==> config.mk <==
export PLATFORM = sky130hd
export DESIGN_NAME = discharge_recipe_sequencer_flat
export DESIGN_NICKNAME = d
export VERILOG_FILES = /design/src/rtl/discharge_recipe_sequencer_pkg.sv /design/src/rtl/discharge_recipe_sequencer_if.sv /design/src/rtl/discharge_recipe_sequencer_recipe_table.sv /design/src/rtl/discharge_recipe_sequencer.sv /design/src/flat_wrapper.sv
export SDC_FILE = /design/constraint.sdc
export NUM_CORES = 1
export LEC_CHECK = 0
export ABC_AREA = 1
export ABC_CLOCK_PERIOD_IN_PS = 10370
export CAP_MARGIN = 40
export CELL_PAD_IN_SITES_DETAIL_PLACEMENT = 0
export CELL_PAD_IN_SITES_GLOBAL_PLACEMENT = 1
export CORE_MARGIN = 2
export CORE_UTILIZATION = 49
export CTS_CLUSTER_DIAMETER = 120
export DETAILED_ROUTE_END_ITERATION = 8
export GPL_TIMING_DRIVEN = 0
export PLACE_DENSITY_LB_ADDON = 0.1
export SYNTH_ARGS = -nofsm -noshare
export SYNTH_HDL_FRONTEND = slang
export SYNTH_HIERARCHICAL = 1
export SYNTH_SLANG_ARGS = --single-unit
==> constraint.sdc <==
create_clock -name clk -period 10.37 [get_ports clk]
set_input_delay 1.5555 -clock clk [delete_from_list [all_inputs] [get_ports clk]]
set_output_delay 1.5555 -clock clk [all_outputs]
set_load 0.05 [all_outputs]
==> src/rtl/discharge_recipe_sequencer_pkg.sv <==
// Shared types and defaults for the discharge recipe sequencer.
package discharge_recipe_sequencer_pkg;

   localparam int unsigned DEPTH_DEF  = 8;
   localparam int unsigned ADDR_W_DEF = $clog2(DEPTH_DEF);
   localparam int unsigned DATA_W     = 16;
   localparam int unsigned CNT_W      = 16;
   localparam int unsigned WD_W       = 32;

   localparam logic [15:0] SETTLE_CYCLES_DEF        = 16'd100;
   localparam logic [31:0] NO_BREAKDOWN_TIMEOUT_DEF = 32'd10_000_000;

   typedef enum logic [2:0] {
      ST_IDLE,
      ST_LOAD,
      ST_SETTLE_L,
      ST_START,
      ST_RUN,
      ST_STOP,
      ST_SETTLE_S,
      ST_FINISH
   } state_e;

   // One recipe step, 80 bits.
   typedef struct packed {
      logic [DATA_W-1:0] ton;
      logic [DATA_W-1:0] toff;
      logic [DATA_W-1:0] ip;
      logic [DATA_W-1:0] waveform;
      logic [CNT_W-1:0]  count;
   } step_t;

   // A programmed count of zero still needs one breakdown to finish the step.
   function automatic logic [CNT_W-1:0] eff_count(input logic [CNT_W-1:0] c);
      return (c == '0) ? CNT_W'(1) : c;
   endfunction

endpackage

==> src/rtl/discharge_recipe_sequencer_if.sv <==
// Parameter/start/stop handshake toward the discharge controller.
interface discharge_recipe_sequencer_if;
   import discharge_recipe_sequencer_pkg::*;

   logic              change_Ton_ack;
   logic              change_Toff_ack;
   logic              change_Ip_ack;
   logic              change_waveform_ack;
   logic [DATA_W-1:0] Ton_data_async;
   logic [DATA_W-1:0] Toff_data_async;
   logic [DATA_W-1:0] Ip_data_async;
   logic [DATA_W-1:0] waveform_data_async;
   logic              machine_start_ack_spi;
   logic              machine_stop_ack_spi;
   logic              is_breakdown;

   modport master (
      output change_Ton_ack, change_Toff_ack, change_Ip_ack, change_waveform_ack,
      output Ton_data_async, Toff_data_async, Ip_data_async, waveform_data_async,
      output machine_start_ack_spi, machine_stop_ack_spi,
      input  is_breakdown
   );

   modport slave (
      input  change_Ton_ack, change_Toff_ack, change_Ip_ack, change_waveform_ack,
      input  Ton_data_async, Toff_data_async, Ip_data_async, waveform_data_async,
      input  machine_start_ack_spi, machine_stop_ack_spi,
      output is_breakdown
   );

endinterface

==> src/rtl/discharge_recipe_sequencer_recipe_table.sv <==
// Recipe step storage: synchronous write, registered read that holds between loads.
module recipe_table
   import discharge_recipe_sequencer_pkg::*;
#(
   parameter int unsigned DEPTH = DEPTH_DEF
) (
   input  logic                     clk,
   input  logic                     rst_n,
   input  logic                     wr_en,
   input  logic [$clog2(DEPTH)-1:0] wr_addr,
   input  step_t                    wr_data,
   input  logic                     rd_en,
   input  logic [$clog2(DEPTH)-1:0] rd_addr,
   output step_t                    rd_data
);

   step_t mem_q [DEPTH];
   step_t rd_data_q;
   step_t rd_data_d;

   // Read register only updates on a load so the parameter buses stay stable.
   always_comb begin
      rd_data_d = rd_data_q;
      if (rd_en) begin
         rd_data_d = mem_q[rd_addr];
      end
   end

   // Storage and read register.
   always_ff @(posedge clk or negedge rst_n) begin
      if (!rst_n) begin
         for (int i = 0; i < int'(DEPTH); i++) begin
            mem_q[i] <= '0;
         end
         rd_data_q <= '0;
      end else begin
         if (wr_en) begin
            mem_q[wr_addr] <= wr_data;
         end
         rd_data_q <= rd_data_d;
      end
   end

   assign rd_data = rd_data_q;

endmodule

==> src/rtl/discharge_recipe_sequencer.sv <==
// Steps an EDM recipe through the discharge controller's load/start/stop handshake.
module discharge_recipe_sequencer
   import discharge_recipe_sequencer_pkg::*;
#(
   parameter int unsigned DEPTH                = DEPTH_DEF,
   parameter logic [15:0] SETTLE_CYCLES        = SETTLE_CYCLES_DEF,
   parameter logic [31:0] NO_BREAKDOWN_TIMEOUT = NO_BREAKDOWN_TIMEOUT_DEF
) (
   input  logic                     clk,
   input  logic                     rst_n,
   input  logic                     wr_en,
   input  logic [$clog2(DEPTH)-1:0] wr_addr,
   input  logic [DATA_W-1:0]        wr_ton,
   input  logic [DATA_W-1:0]        wr_toff,
   input  logic [DATA_W-1:0]        wr_ip,
   input  logic [DATA_W-1:0]        wr_waveform,
   input  logic [CNT_W-1:0]         wr_count,
   input  logic [$clog2(DEPTH):0]   num_steps,
   input  logic                     run_req,
   input  logic                     abort_req,
   discharge_recipe_sequencer_if.master ctrl,
   output logic                     busy,
   output logic [$clog2(DEPTH)-1:0] step_idx,
   output logic                     done,
   output logic                     fault
);

   localparam int unsigned ADDR_W = $clog2(DEPTH);
   localparam int unsigned NW     = ADDR_W + 1;

   state_e            state_q, state_d;
   logic [ADDR_W-1:0] step_idx_q, step_idx_d;
   logic [NW-1:0]     num_steps_q, num_steps_d;
   logic [15:0]       settle_cnt_q, settle_cnt_d;
   logic [CNT_W-1:0]  brk_cnt_q, brk_cnt_d;
   logic [WD_W-1:0]   wd_q, wd_d;
   logic              term_q, term_d;
   logic              fault_q, fault_d;
   logic              brk_s_q, brk_s_d;
   logic              brk_prev_q, brk_prev_d;
   logic              ack_q, ack_d;
   logic              start_q, start_d;
   logic              stop_q, stop_d;
   logic              done_q, done_d;
   logic              busy_q, busy_d;

   logic              brk_edge_c;
   logic              settle_done_c;
   logic              more_steps_c;
   logic [CNT_W-1:0]  brk_inc_c;
   logic [WD_W-1:0]   wd_inc_c;
   logic [NW-1:0]     num_steps_clamp_c;
   logic              tbl_wr_en_c;
   step_t             wr_step_c;
   step_t             cur_step;

   assign tbl_wr_en_c = wr_en && (state_q == ST_IDLE);
   assign wr_step_c   = '{ton: wr_ton, toff: wr_toff, ip: wr_ip,
                          waveform: wr_waveform, count: wr_count};

   recipe_table #(.DEPTH(DEPTH)) u_table (
      .clk     (clk),
      .rst_n   (rst_n),
      .wr_en   (tbl_wr_en_c),
      .wr_addr (wr_addr),
      .wr_data (wr_step_c),
      .rd_en   (ack_d),
      .rd_addr (step_idx_d),
      .rd_data (cur_step)
   );

   // Saturating increments, edge detect and end-of-settle / more-steps decisions.
   always_comb begin
      brk_edge_c        = brk_s_q && !brk_prev_q;
      brk_inc_c         = (brk_cnt_q == '1) ? brk_cnt_q : brk_cnt_q + CNT_W'(1);
      wd_inc_c          = (wd_q == '1) ? wd_q : wd_q + WD_W'(1);
      settle_done_c     = ({1'b0, settle_cnt_q} + 17'd1) >= {1'b0, SETTLE_CYCLES};
      more_steps_c      = ({1'b0, step_idx_q} + NW'(1)) < num_steps_q;
      num_steps_clamp_c = (num_steps > NW'(DEPTH)) ? NW'(DEPTH) : num_steps;
   end

   // Next-state, counters and registered-output decode.
   always_comb begin
      state_d      = state_q;
      step_idx_d   = step_idx_q;
      num_steps_d  = num_steps_q;
      settle_cnt_d = settle_cnt_q;
      brk_cnt_d    = brk_cnt_q;
      wd_d         = wd_q;
      term_d       = term_q;
      fault_d      = fault_q;
      brk_s_d      = ctrl.is_breakdown;
      brk_prev_d   = brk_s_q;

      case (state_q)
         ST_IDLE: begin
            if (run_req) begin
               fault_d     = 1'b0;
               term_d      = 1'b0;
               step_idx_d  = '0;
               num_steps_d = num_steps_clamp_c;
               state_d     = (num_steps == '0) ? ST_FINISH : ST_LOAD;
            end
         end
         ST_LOAD: begin
            settle_cnt_d = '0;
            state_d      = ST_SETTLE_L;
         end
         ST_SETTLE_L: begin
            if (settle_done_c) begin
               state_d = ST_START;
            end else begin
               settle_cnt_d = settle_cnt_q + 16'd1;
            end
         end
         ST_START: begin
            brk_cnt_d = '0;
            wd_d      = '0;
            state_d   = ST_RUN;
         end
         ST_RUN: begin
            if (brk_edge_c) begin
               brk_cnt_d = brk_inc_c;
               wd_d      = '0;
               if (brk_inc_c >= eff_count(cur_step.count)) begin
                  state_d = ST_STOP;
               end
            end else begin
               wd_d = wd_inc_c;
               if (wd_inc_c >= NO_BREAKDOWN_TIMEOUT) begin
                  fault_d = 1'b1;
                  term_d  = 1'b1;
                  state_d = ST_STOP;
               end
            end
         end
         ST_STOP: begin
            settle_cnt_d = '0;
            state_d      = ST_SETTLE_S;
         end
         ST_SETTLE_S: begin
            if (settle_done_c) begin
               if (term_q) begin
                  state_d = ST_IDLE;
               end else if (more_steps_c) begin
                  step_idx_d = step_idx_q + ADDR_W'(1);
                  state_d    = ST_LOAD;
               end else begin
                  state_d = ST_FINISH;
               end
            end else begin
               settle_cnt_d = settle_cnt_q + 16'd1;
            end
         end
         ST_FINISH: begin
            state_d = ST_IDLE;
         end
         default: begin
            state_d = ST_IDLE;
         end
      endcase

      // Abort wins over count completion and watchdog; a pending stop only gets flagged.
      if (abort_req) begin
         case (state_q)
            ST_IDLE: ;
            ST_STOP, ST_SETTLE_S: term_d = 1'b1;
            default: begin
               term_d  = 1'b1;
               fault_d = fault_q;
               state_d = ST_STOP;
            end
         endcase
      end

      ack_d   = (state_d == ST_LOAD);
      start_d = (state_d == ST_START);
      stop_d  = (state_d == ST_STOP);
      done_d  = (state_d == ST_FINISH);
      busy_d  = (state_d != ST_IDLE);
   end

   // State, counters and output registers.
   always_ff @(posedge clk or negedge rst_n) begin
      if (!rst_n) begin
         state_q      <= ST_IDLE;
         step_idx_q   <= '0;
         num_steps_q  <= '0;
         settle_cnt_q <= '0;
         brk_cnt_q    <= '0;
         wd_q         <= '0;
         term_q       <= 1'b0;
         fault_q      <= 1'b0;
         brk_s_q      <= 1'b0;
         brk_prev_q   <= 1'b0;
         ack_q        <= 1'b0;
         start_q      <= 1'b0;
         stop_q       <= 1'b0;
         done_q       <= 1'b0;
         busy_q       <= 1'b0;
      end else begin
         state_q      <= state_d;
         step_idx_q   <= step_idx_d;
         num_steps_q  <= num_steps_d;
         settle_cnt_q <= settle_cnt_d;
         brk_cnt_q    <= brk_cnt_d;
         wd_q         <= wd_d;
         term_q       <= term_d;
         fault_q      <= fault_d;
         brk_s_q      <= brk_s_d;
         brk_prev_q   <= brk_prev_d;
         ack_q        <= ack_d;
         start_q      <= start_d;
         stop_q       <= stop_d;
         done_q       <= done_d;
         busy_q       <= busy_d;
      end
   end

   assign ctrl.change_Ton_ack        = ack_q;
   assign ctrl.change_Toff_ack       = ack_q;
   assign ctrl.change_Ip_ack         = ack_q;
   assign ctrl.change_waveform_ack   = ack_q;
   assign ctrl.Ton_data_async        = cur_step.ton;
   assign ctrl.Toff_data_async       = cur_step.toff;
   assign ctrl.Ip_data_async         = cur_step.ip;
   assign ctrl.waveform_data_async   = cur_step.waveform;
   assign ctrl.machine_start_ack_spi = start_q;
   assign ctrl.machine_stop_ack_spi  = stop_q;

   assign busy     = busy_q;
   assign step_idx = step_idx_q;
   assign done     = done_q;
   assign fault    = fault_q;

endmodule

==> src/flat_wrapper.sv <==
// flat-port wrapper written by rule: the top's interface ports become plain ports
module discharge_recipe_sequencer_flat import discharge_recipe_sequencer_pkg::*;
#(
   parameter int unsigned DEPTH                = DEPTH_DEF,
   parameter logic [15:0] SETTLE_CYCLES        = SETTLE_CYCLES_DEF,
   parameter logic [31:0] NO_BREAKDOWN_TIMEOUT = NO_BREAKDOWN_TIMEOUT_DEF
)
  (clk, rst_n, wr_en, wr_addr, wr_ton, wr_toff, wr_ip, wr_waveform, wr_count, num_steps, run_req, abort_req, busy, step_idx, done, fault, ctrl_change_Ton_ack, ctrl_change_Toff_ack, ctrl_change_Ip_ack, ctrl_change_waveform_ack, ctrl_Ton_data_async, ctrl_Toff_data_async, ctrl_Ip_data_async, ctrl_waveform_data_async, ctrl_machine_start_ack_spi, ctrl_machine_stop_ack_spi, ctrl_is_breakdown);
  discharge_recipe_sequencer_if ctrl_i ();
  input  logic clk;
  input  logic rst_n;
  input  logic wr_en;
  input  logic [$clog2(DEPTH)-1:0] wr_addr;
  input  logic [DATA_W-1:0] wr_ton;
  input  logic [DATA_W-1:0] wr_toff;
  input  logic [DATA_W-1:0] wr_ip;
  input  logic [DATA_W-1:0] wr_waveform;
  input  logic [CNT_W-1:0] wr_count;
  input  logic [$clog2(DEPTH):0] num_steps;
  input  logic run_req;
  input  logic abort_req;
  output logic busy;
  output logic [$clog2(DEPTH)-1:0] step_idx;
  output logic done;
  output logic fault;
  output wire logic [$bits(ctrl_i.change_Ton_ack)-1:0] ctrl_change_Ton_ack;
  output wire logic [$bits(ctrl_i.change_Toff_ack)-1:0] ctrl_change_Toff_ack;
  output wire logic [$bits(ctrl_i.change_Ip_ack)-1:0] ctrl_change_Ip_ack;
  output wire logic [$bits(ctrl_i.change_waveform_ack)-1:0] ctrl_change_waveform_ack;
  output wire logic [$bits(ctrl_i.Ton_data_async)-1:0] ctrl_Ton_data_async;
  output wire logic [$bits(ctrl_i.Toff_data_async)-1:0] ctrl_Toff_data_async;
  output wire logic [$bits(ctrl_i.Ip_data_async)-1:0] ctrl_Ip_data_async;
  output wire logic [$bits(ctrl_i.waveform_data_async)-1:0] ctrl_waveform_data_async;
  output wire logic [$bits(ctrl_i.machine_start_ack_spi)-1:0] ctrl_machine_start_ack_spi;
  output wire logic [$bits(ctrl_i.machine_stop_ack_spi)-1:0] ctrl_machine_stop_ack_spi;
  input wire logic [$bits(ctrl_i.is_breakdown)-1:0] ctrl_is_breakdown;
  assign ctrl_change_Ton_ack = ctrl_i.change_Ton_ack;
  assign ctrl_change_Toff_ack = ctrl_i.change_Toff_ack;
  assign ctrl_change_Ip_ack = ctrl_i.change_Ip_ack;
  assign ctrl_change_waveform_ack = ctrl_i.change_waveform_ack;
  assign ctrl_Ton_data_async = ctrl_i.Ton_data_async;
  assign ctrl_Toff_data_async = ctrl_i.Toff_data_async;
  assign ctrl_Ip_data_async = ctrl_i.Ip_data_async;
  assign ctrl_waveform_data_async = ctrl_i.waveform_data_async;
  assign ctrl_machine_start_ack_spi = ctrl_i.machine_start_ack_spi;
  assign ctrl_machine_stop_ack_spi = ctrl_i.machine_stop_ack_spi;
  assign ctrl_i.is_breakdown = ctrl_is_breakdown;
  discharge_recipe_sequencer #(.DEPTH(DEPTH), .SETTLE_CYCLES(SETTLE_CYCLES), .NO_BREAKDOWN_TIMEOUT(NO_BREAKDOWN_TIMEOUT)) u_core (.clk(clk), .rst_n(rst_n), .wr_en(wr_en), .wr_addr(wr_addr), .wr_ton(wr_ton), .wr_toff(wr_toff), .wr_ip(wr_ip), .wr_waveform(wr_waveform), .wr_count(wr_count), .num_steps(num_steps), .run_req(run_req), .abort_req(abort_req), .ctrl(ctrl_i), .busy(busy), .step_idx(step_idx), .done(done), .fault(fault));
endmodule
# After elaboration in Yosys (flattened, before gate mapping)
# Cells that the tools add are included.
# classes
reduce_logical,16
add_sub_neg,6
n_mux,45
bitwise,2
n_eq_ne,16
magnitude_cmp,8
# ops
operator,count
640-bit bitwise mux,1
80-bit binary-select mux with 3-bit select,1
80-bit demux with 3-bit select,1
80-bit two-way mux,3
16-bit two-way mux,4
32-bit two-way mux,2
16-bit case mux with 2 select lines,2
32-bit case mux with 2 select lines,1
3-bit two-way mux,15
"16-bit by 1-bit adder with 16-bit output, second input constant",2
"32-bit by 1-bit adder with 32-bit output, second input constant",1
"32-bit equality test, second input constant",1
"32-bit by 24-bit >= comparator with 1-bit output, second input constant",1
3-bit case mux with 8 select lines,1
"3-bit equality test, second input constant",6
"16-bit by 1-bit adder with 17-bit output, second input constant",1
"17-bit by 7-bit >= comparator with 1-bit output, second input constant",1
"16-bit equality test, second input constant",1
16-bit >= comparator,1
16-bit zero test,1
1-bit two-way mux,10
"3-bit by 2-bit equality test with 1-bit output, second input constant",3
"4-bit >= comparator, second input constant",2
3-bit NOT with 4-bit output,2
20 further kinds,29
# word_totals
out_inout_bits,76
elab_cells,153
in_bits,93
register_bits,803

# Depth between registers and ports, before layout
# Gate-level depths: netlist of run 1.
# depth
ltp_word,10
ltp_mapped,30
mapped_depth_nobuf,28

# Cells and area by module
# The synthesis of run 1 kept the hierarchy.
# modules_own_cells
mod,seq_area_each_um2,area_per_inst_um2,instances,cells_per_inst
recipe_table,18017.3,33165.6,1,4297
discharge_recipe_sequencer,2077.0,5739.3,1,826

# Worst setup path after synthesis of run 1
# Ideal clock, no wire load.
# synth_path
path_type,register -> register
start,register u_core.brk_cnt_q[0]
end,"register u_core.u_table.rd_data_q, in the netlist u_core/u_table/rd_data[16]"
stages_incl_launch_ff,30
t_arrival_ps,3459
path_buffers,2
setup_ps,118
period_less_slack_ps,3577
t_required_ps,10252
path_slack_ps,6793
path_cell_list,dfrtp_1 -> ha_1 -> nand4_1 -> nor3_1 -> inv_1 -> nor4_1 -> inv_1 -> nor2_1 -> inv_1 -> nand2_1 -> xor2_1 -> inv_1 -> ha_1 -> nand2_1 -> nor2_1 -> a211oi_1 -> o221ai_1 -> nand2_1 -> nand3_1 -> nand3_1 -> nand3_2 -> nand2_2 -> nand2_4 -> nand2_2 -> nor2_1 -> clkbuf_1 -> inv_2 -> clkbuf_1 -> nand2_1 -> nand2_1
# synth_via
elab_chain_len,9
word_cells_on_any_way,10
classes_between,add/sub: 1; order compare: 1; eq/ne: 2; mux: 6
# synth_rtl
element,line_no,source
from (decl),discharge_recipe_sequencer.sv:35,"logic [CNT_W-1:0] brk_cnt_q, brk_cnt_d;"
from (signal assigned),discharge_recipe_sequencer.sv:206,brk_cnt_q <= brk_cnt_d;
16-bit by 1-bit adder with 16-bit output or 16-bit equality test (tied branches),discharge_recipe_sequencer.sv:75,brk_inc_c = (brk_cnt_q == '1) ? brk_cnt_q : brk_cnt_q + CNT_W'(1);
16-bit two-way mux *,discharge_recipe_sequencer.sv:75,
16-bit >= comparator *,discharge_recipe_sequencer.sv:125,if (brk_inc_c >= eff_count(cur_step.count)) begin
3-bit two-way mux *,discharge_recipe_sequencer.sv:125,
3-bit two-way mux *,discharge_recipe_sequencer.sv:122,if (brk_edge_c) begin
3-bit case mux with 8 select lines *,discharge_recipe_sequencer.sv:95,case (state_q)
3-bit two-way mux,discharge_recipe_sequencer.sv:165,case (state_q)
3-bit two-way mux *,discharge_recipe_sequencer.sv:164,if (abort_req) begin
named net u_core.state_d[0],discharge_recipe_sequencer.sv:31,"state_e state_q, state_d;"
3-bit by 1-bit equality test with 1-bit output *,discharge_recipe_sequencer.sv:176,ack_d = (state_d == ST_LOAD);
named net u_core.ack_d,discharge_recipe_sequencer.sv:41,"logic ack_q, ack_d;"
to (signal assigned),discharge_recipe_sequencer_recipe_table.sv:40,rd_data_q <= rd_data_d;
to (decl),discharge_recipe_sequencer_recipe_table.sv:18,step_t rd_data_q;
# The timed path passes the listed nets; every way through them passes the cells marked *.
# A chain may end at the register's enable or synchronous reset.

# Worst setup path after layout of run 1
# layout_path
start,register u_core.brk_cnt_q[0]
end,"register u_core.u_table.rd_data_q, in the netlist u_core/u_table/rd_data[46]"
# Same word-level chain as after synthesis.

==> impl_metrics.py, run 1 <==
metrics = {
    "outcome": {
        "status": "finished, final reports clean",
    },
    "floorplan": {
        "dieWidth_um": 285.8,
        "start_util": 0.4941,
        "die_area_um2": 81670,
        "die_y_um": 285.8,
        "fp-row-count": 103,
        "ioPinCount": 169,
        "core_um2": 78740,
    },
    "cts": {
        "clockBufferDepth": 3,
        "cts_tree": "done",
        "clk_pin_slew_ns": 0.06,
        "ctsHoldBuffers": 0,
        "cts-resized-gates": 0,
        "postCtsSetupBuffers": 0,
        "htreeDepth": 3,
        "cts_root_buf": "clkbuf_16",
        "clkSinkCount": 803,
        "clkLatencyLatePin_ns": 0.64,
        "cts_buffers": 90,
    },
    "timing": {
        "min_period_over_period": 0.5277,
        "rsz0062_at_grt": "no",
        "tns_ns": 0,
        "hold_viol": 0,
        "fmax_mhz": 182.8,
        "fin_worst_skew_ns": 0.02002,
        "setup_viol": 0,
        "drv_slew": 0,
        "relSlewSlack": 0.3935,
        "max_slew.worst_pin.slew_ns": 0.9097,
        "timing.final.crit_period_ns": 5.472,
    },
    "global_route": {
        "grt_max_degree": 119,
        "grt_pass1_vias": 33310,
        "antenna_found_initial": 1,
        "grt-ovfl-total": 0,
        "grtUsageTotal": 0.3097,
        "grt_pass1_wl_um": 196000,
    },
    "power_and_ir_drop": {
        "power.total_mw": 12.93,
        "leakage_nw": 22.52,
        "p_per_area_nw_per_um2": 286.1,
        "ir_drop_mv": 0.1334,
    },
    "route": {
        "wire_per_inst_um": 19.31,
        "post-route-drc-count": 0,
        "dr.pass1.iters": 6,
        "first_iter_violations": 3163,
        "vias": 34710,
        "viasPerCell": 5.328,
        "ant_nets": 0,
        "drt-total-wl_um": 125800,
    },
    "critical_path": {
        "cp_slowest_stage_delay_ns": 0.71,
        "cp-end-kind": "flip-flop",
        "slowest_stage": "inv_2",
        "arrival_ns": 6.04,
        "worstPathMaxFanout": 10,
        "path_common_cell": "nand2_1",
        "setup.worst_path.start_class": "flip-flop",
        "critPathRequiredTime_ns": 10.94,
        "crit_type": "flip-flop to flip-flop",
    },
    "finish": {
        "fin_area_um2": 45200,
        "drive_gt1_frac": 0.06753,
        "area_growth_pct": 16.19,
        "fin_nets": 5515,
    },
    "logic_synthesis": {
        "yosysWarningCount": 6,
        "synth_seq_area_share": 0.5165,
        "synthCells": 5123,
        "avgSynthCellArea_um2": 7.594,
        "ys_seq_elements": 803,
        "synth_nets": 5240,
        "synth_area_um2": 38900,
        "netlist-cell-type-count": 43,
    },
    "placement": {
        "place_congestion": 0.8594,
        "place_hpwl_um": 86170,
        "place_area_um2": 42220,
        "place.port_buffers": 168,
    },
    "job": {
        "drv_cap": 0,
    },
    "worst_hold_path": {
        "hold_path_class": "flip-flop to flip-flop",
    },
}
==> cell type report <==
class	count	area [µm²]
clock inverters	26	354.1
fillers	7558	33540
flip-flops and latches	803	20090
inverters	702	2640
well taps	1050	1314
plain buffers	288	1390
multi-input cells	3330	14780
clock buffers	132	2631
repair buffers	183	1996
diodes	1	2.502
==> cell usage in the layout, fill, tap and decap left out, types with 4 or more instances in the layout <==
master	instances
a21oi_1	28
buf_1	15
buf_16	7
buf_2	142
buf_4	5
buf_6	14
buf_8	9
bufinv_16	8
clkbuf_1	130
clkbuf_16	91
clkbuf_8	20
clkdlybuf4s50_1	167
clkinv_1	4
clkinv_2	10
clkinvlp_4	5
dfrtp_1	803
ha_1	24
inv_1	689
inv_2	8
nand2_1	1811
nand2_2	15
nand3_1	534
nand3_2	4
nand4_1	18
nor2_1	105
nor2_2	10
nor2_4	6
nor3_1	19
nor4_1	5
o21ai_0	666
o21ai_1	14
o22ai_1	26
xor2_1	22
==> synthesized netlist by cell type (all sizes together) <==
library cell  count  area share
nand2          1828        0.18
dfrtp           803        0.52
inv             697       0.067
o21ai           680       0.087
nand3           539       0.070
buf             176       0.025
nor2            122       0.014
clkbuf          112       0.011
a21oi            28      0.0036
o22ai            26      0.0042
ha               24      0.0077
xor2             22      0.0050
nor3             20      0.0029
nand4            18      0.0029
clkinv            5     0.00061
nor4              5     0.00080
a22o              3     0.00068
a31oi             3     0.00048
a211oi            2     0.00039
a22oi             2     0.00039
or2               2     0.00032
a2bb2oi           1     0.00023
a41o              1     0.00026
and2              1     0.00019
o221ai            1     0.00023
o31ai             1     0.00019
xnor2             1     0.00023
==> metal layers <==
layer,wire length (µm),up-vias,GRT usage,share of wire
met5,0,-,0,0
met4,3698,0,0.09463,0.029
met3,8608,202,0.04785,0.068
met2,56550,1083,0.4799,0.45
met1,56970,16870,0.4495,0.45
li1,-,16560,-,-
==> metrics by stage <==
step                hold WS, ns  setup slack [ns]    util  instances
floorplan                0.3537             6.793       -       5123
global placement         0.3644            -29.62  0.5321       6341
detailed placement       0.3672             4.973  0.5361       6356
CTS                      0.3803             4.934  0.5740       6514
global route             0.3895             4.516  0.5740       6514
finish                   0.3743             4.898  0.5741       6515
==> path summary, 6_finish.rpt <==
path | startpoint | to | slack (ns) | cells after the start
max | u_core/brk_cnt_q[0] | u_core/u_table/rd_data[46] | 4.90 | 29
min in group asynchronous | rst_n | u_core/settle_cnt_q[12] | 0.93 | 1
min | u_core/brk_prev_d | u_core/brk_prev_q | 0.37 | 0
min reg2reg | u_core/brk_prev_d | u_core/brk_prev_q | 0.37 | 0
max reg2reg | u_core/brk_cnt_q[0] | u_core/u_table/rd_data[46] | 4.90 | 29
max in group asynchronous | rst_n | u_core/u_table/mem_q[212] | 7.33 | 4
==> state kept, by name, summed over array words and instances (netlist names), 3 cells and up <==
| signal | cells |
|---|---|
| u_core/num_steps_q | 4 |
| u_core/u_table/rd_data | 80 |
| u_core/u_table/mem_q | 640 |
| u_core/brk_cnt_q | 16 |
| u_core/settle_cnt_q | 16 |
| u_core/step_idx | 3 |
| u_core/wd_q | 32 |
| u_core/state_q | 3 |
==> where the power goes <==
part	internal (mW)	total (mW)	switching (mW)	leakage, nW
Clock	1.95	3.26	1.31	1.46
Combinational	1.53	4.77	3.23	10.6
Sequential	4.30	4.91	0.604	10.4
Total	7.79	12.9	5.14	22.5
==> logic make-up (layout without fill, tap and decap cells) <==
group | after synthesis | count (layout) | share of synthesized area
other | 0 | 1 | 0
flip-flops | 803 | 803 | 0.5165
XOR/XNOR | 23 | 23 | 0.005178
adder cells (fa/ha/maj) | 24 | 24 | 0.007719
buffers and inverters | 990 | 1331 | 0.1036
AND/OR/NAND/NOR | 2535 | 2535 | 0.2690
AO/OA/AOI/OAI | 748 | 748 | 0.09809
==> worst max-delay path, delay by kind of cell, from the launching register on <==
family / cells / cell delay [ns]
adder cells (fa/ha/maj): 2 / 0.49
buffers and inverters: 7 / 1.99
AO/OA/AOI/OAI: 2 / 0.40
AND/OR/NAND/NOR: 17 / 1.88
XOR/XNOR: 1 / 0.18
flip-flops: 1 / 0.39
(Power assumes the default switching activity.)
==> run 2: changes to the inputs <==
--- a/config.mk
+++ b/config.mk
@@ -6,12 +6,12 @@
 export NUM_CORES = 1
 export LEC_CHECK = 0
 export ABC_AREA = 1
-export ABC_CLOCK_PERIOD_IN_PS = 10370
+export ABC_CLOCK_PERIOD_IN_PS = 4900
 export CAP_MARGIN = 40
 export CELL_PAD_IN_SITES_DETAIL_PLACEMENT = 0
 export CELL_PAD_IN_SITES_GLOBAL_PLACEMENT = 1
 export CORE_MARGIN = 2
-export CORE_UTILIZATION = 49
+export CORE_UTILIZATION = 41
 export CTS_CLUSTER_DIAMETER = 120
 export DETAILED_ROUTE_END_ITERATION = 8
 export GPL_TIMING_DRIVEN = 0
==> constraint.sdc (replaced) <==
create_clock -name clk -period 4.9 [get_ports clk]
set_input_delay 0.735 -clock clk [delete_from_list [all_inputs] [get_ports clk]]
set_output_delay 0.735 -clock clk [all_outputs]
set_load 0.05 [all_outputs]
==> run 2 against run 1 <==
  * Hold slack better by 0.035 ns
  * Worst setup slack worse by 4.5 ns
  * Sequential share of layout area down 0.43 points
  * Clock skew up 0.0018 ns
  * Non-clock buffer count up 2
  * Die area up 19%
  * Critical endpoint is now u_core/u_table/rd_data[8]
  * Critical path type unchanged
  * Design area up 0.97%
  * Highest routed layer is now met5
  * First-iteration DRC count down 2.1%
  * Final cell count up 3.3%
  * Register-to-register slack worse by 4.5 ns
  * Largest power group unchanged
  * Wire length up 5.4%
==> impl_metrics.py, run 2 (synthesized netlist as in run 1, its figures left out) <==
metrics = {
    "floorplan": {
        "ioPinCount": 169,
        "die_area_um2": 97370,
        "fp-row-count": 112,
        "dieWidth_um": 312.0,
        "die_y_um": 312.0,
        "core_um2": 93750,
        "start_util": 0.4150,
    },
    "cts": {
        "cts_buffers": 93,
        "htreeDepth": 3,
        "clockBufferDepth": 3,
        "cts_tree": "done",
        "clk_pin_slew_ns": 0.06,
        "clkLatencyLatePin_ns": 0.67,
        "clkSinkCount": 803,
        "cts_root_buf": "clkbuf_16",
    },
    "global_route": {
        "grt_pass1_vias": 33340,
        "grtUsageTotal": 0.2713,
        "grt_pass1_wl_um": 203700,
        "grt_max_degree": 112,
        "grt-ovfl-total": 0,
        "antenna_found_initial": 4,
    },
    "finish": {
        "fin_nets": 5520,
        "final_cell_mix": "nand2_1, dfrtp_1, inv_1, o21ai_0, nand3_1",
        "drive_gt1_frac": 0.07160,
        "final_common_cell": "nand2_1",
        "largest_reg_flops": 640,
        "final_util": 0.4869,
        "fin_cells": 6729,
        "largest-register": "u_core/u_table/mem_q",
        "area_growth_pct": 17.32,
        "diodes": 0,
        "fillers": 9555,
    },
    "power_and_ir_drop": {
        "power.total_mw": 27.67,
        "leakage_nw": 22.65,
        "ir_drop_mv": 0.2963,
        "p_per_area_nw_per_um2": 606.1,
    },
    "critical_path": {
        "crit_type": "flip-flop to flip-flop",
        "critPathRequiredTime_ns": 5.49,
        "arrival_ns": 5.12,
        "cp-end-kind": "flip-flop",
        "worstPathMaxFanout": 10,
        "slowest_stage": "dfrtp_1",
        "setup.worst_path.start_class": "flip-flop",
        "cp_slowest_stage_delay_ns": 0.39,
    },
    "timing": {
        "hold_ws_ns": 0.4095,
        "drv_slew": 0,
        "min_period_over_period": 0.9236,
        "setup_viol": 0,
        "relSlewSlack": 0.4177,
        "max_slew.worst_pin.slew_ns": 0.8734,
        "hold_viol": 0,
        "timing.final.crit_period_ns": 4.526,
        "fin_worst_skew_ns": 0.02181,
        "fmax_mhz": 221.0,
        "setup_slack_ns": 0.3742,
    },
    "placement": {
        "place_congestion": 0.8437,
        "place.port_buffers": 168,
        "post-place-cells": 6560,
        "dp_slack_ns": -0.5528,
        "place_hpwl_um": 90640,
    },
    "route": {
        "first_iter_violations": 3097,
        "ant_nets": 0,
        "dr.pass1.iters": 6,
        "viasPerCell": 5.111,
        "drt-total-wl_um": 132700,
        "post-route-drc-count": 0,
        "wire_per_inst_um": 19.72,
        "vias": 34390,
    },
    "outcome": {
        "status": "finished, final reports clean",
    },
    "job": {
        "drv_cap": 0,
    },
    "worst_hold_path": {
        "hold_path_class": "flip-flop to flip-flop",
    },
}
[run 2: cell types whose count changed in the layout (fill, tap and decap cells not counted), sizes merged]
cell | before | now
clkbuf | 244 | 262
clkinvlp | 5 | 0
bufinv | 8 | 4
clkinv | 15 | 16
diode | 1 | 0
dlygate4sd3 | 0 | 1
[run 2: where the power goes]
group | switching, mW | total, mW | internal, mW
logic | 6.91 | 10.2 | 3.29
registers | 1.27 | 10.4 | 9.11
clock network | 2.88 | 7.09 | 4.22
total | 11.1 | 27.7 | 16.6
[run 2: worst paths after layout]
path | startpoint | end | slack, ns | depth (start not counted)
max | u_core/brk_cnt_q[0] | u_core/u_table/rd_data[8] | 0.37 | 28
min | u_core/brk_prev_d | u_core/brk_prev_q | 0.41 | 0
max reg2reg | u_core/brk_cnt_q[0] | u_core/u_table/rd_data[8] | 0.37 | 28
min reg2reg | u_core/brk_prev_d | u_core/brk_prev_q | 0.41 | 0
max in group asynchronous | rst_n | u_core/u_table/rd_data[39] | 2.13 | 6
min in group asynchronous | rst_n | u_core/settle_cnt_q[10] | 0.55 | 2
[run 2: layout make-up]
cell class,count,area [µm²],area share
plain buffers,288,1424,0.03120
clock buffers,149,2883,0.06316
clock inverters,18,216.5,0.004742
inverters,702,2648,0.05801
multi-input cells,3330,14790,0.3241
flip-flops and latches,803,20090,0.4403
well taps,1254,1569,0.03438
repair buffers,185,2014,0.04413
[run 2: critical path, delay by kind of cell (launching register included)]
kind / cells / cell delay (ns)
flops: 1 / 0.39
buf+inv: 6 / 0.92
simple gates: 17 / 2.21
fa+ha+maj: 2 / 0.50
xor+xnor: 1 / 0.20
compound gates: 2 / 0.21
[run 2: what timing repair did]
item / CTS / global route
hold buffers: 1 / 0
hold endpoints to repair: 39 / 0
cloned: 0 / 1
buffers inserted: 0 / 0
endpoints found under the setup margin: 80 / 80
resized for setup: 7 / 36
[run 2: per-stage QoR]
step,area [µm²],setup TNS [ns]
5_1_grt,45640,-0.005136
6_report,45640,0
2_1_floorplan,38900,0
3_3_place_gp,42160,-
4_1_cts,45600,0
3_5_place_dp,42470,-32.78
[run 2: routing by layer]
layer  track usage  up-vias  part of all wire  wire (µm)
met5             0        -          0.000098         13
met1        0.3866    16680              0.46      61300
met2        0.4226      949              0.45      59490
met4       0.08108        2             0.026       3497
li1              -    16590                 -          -
met3       0.04798      174             0.063       8374
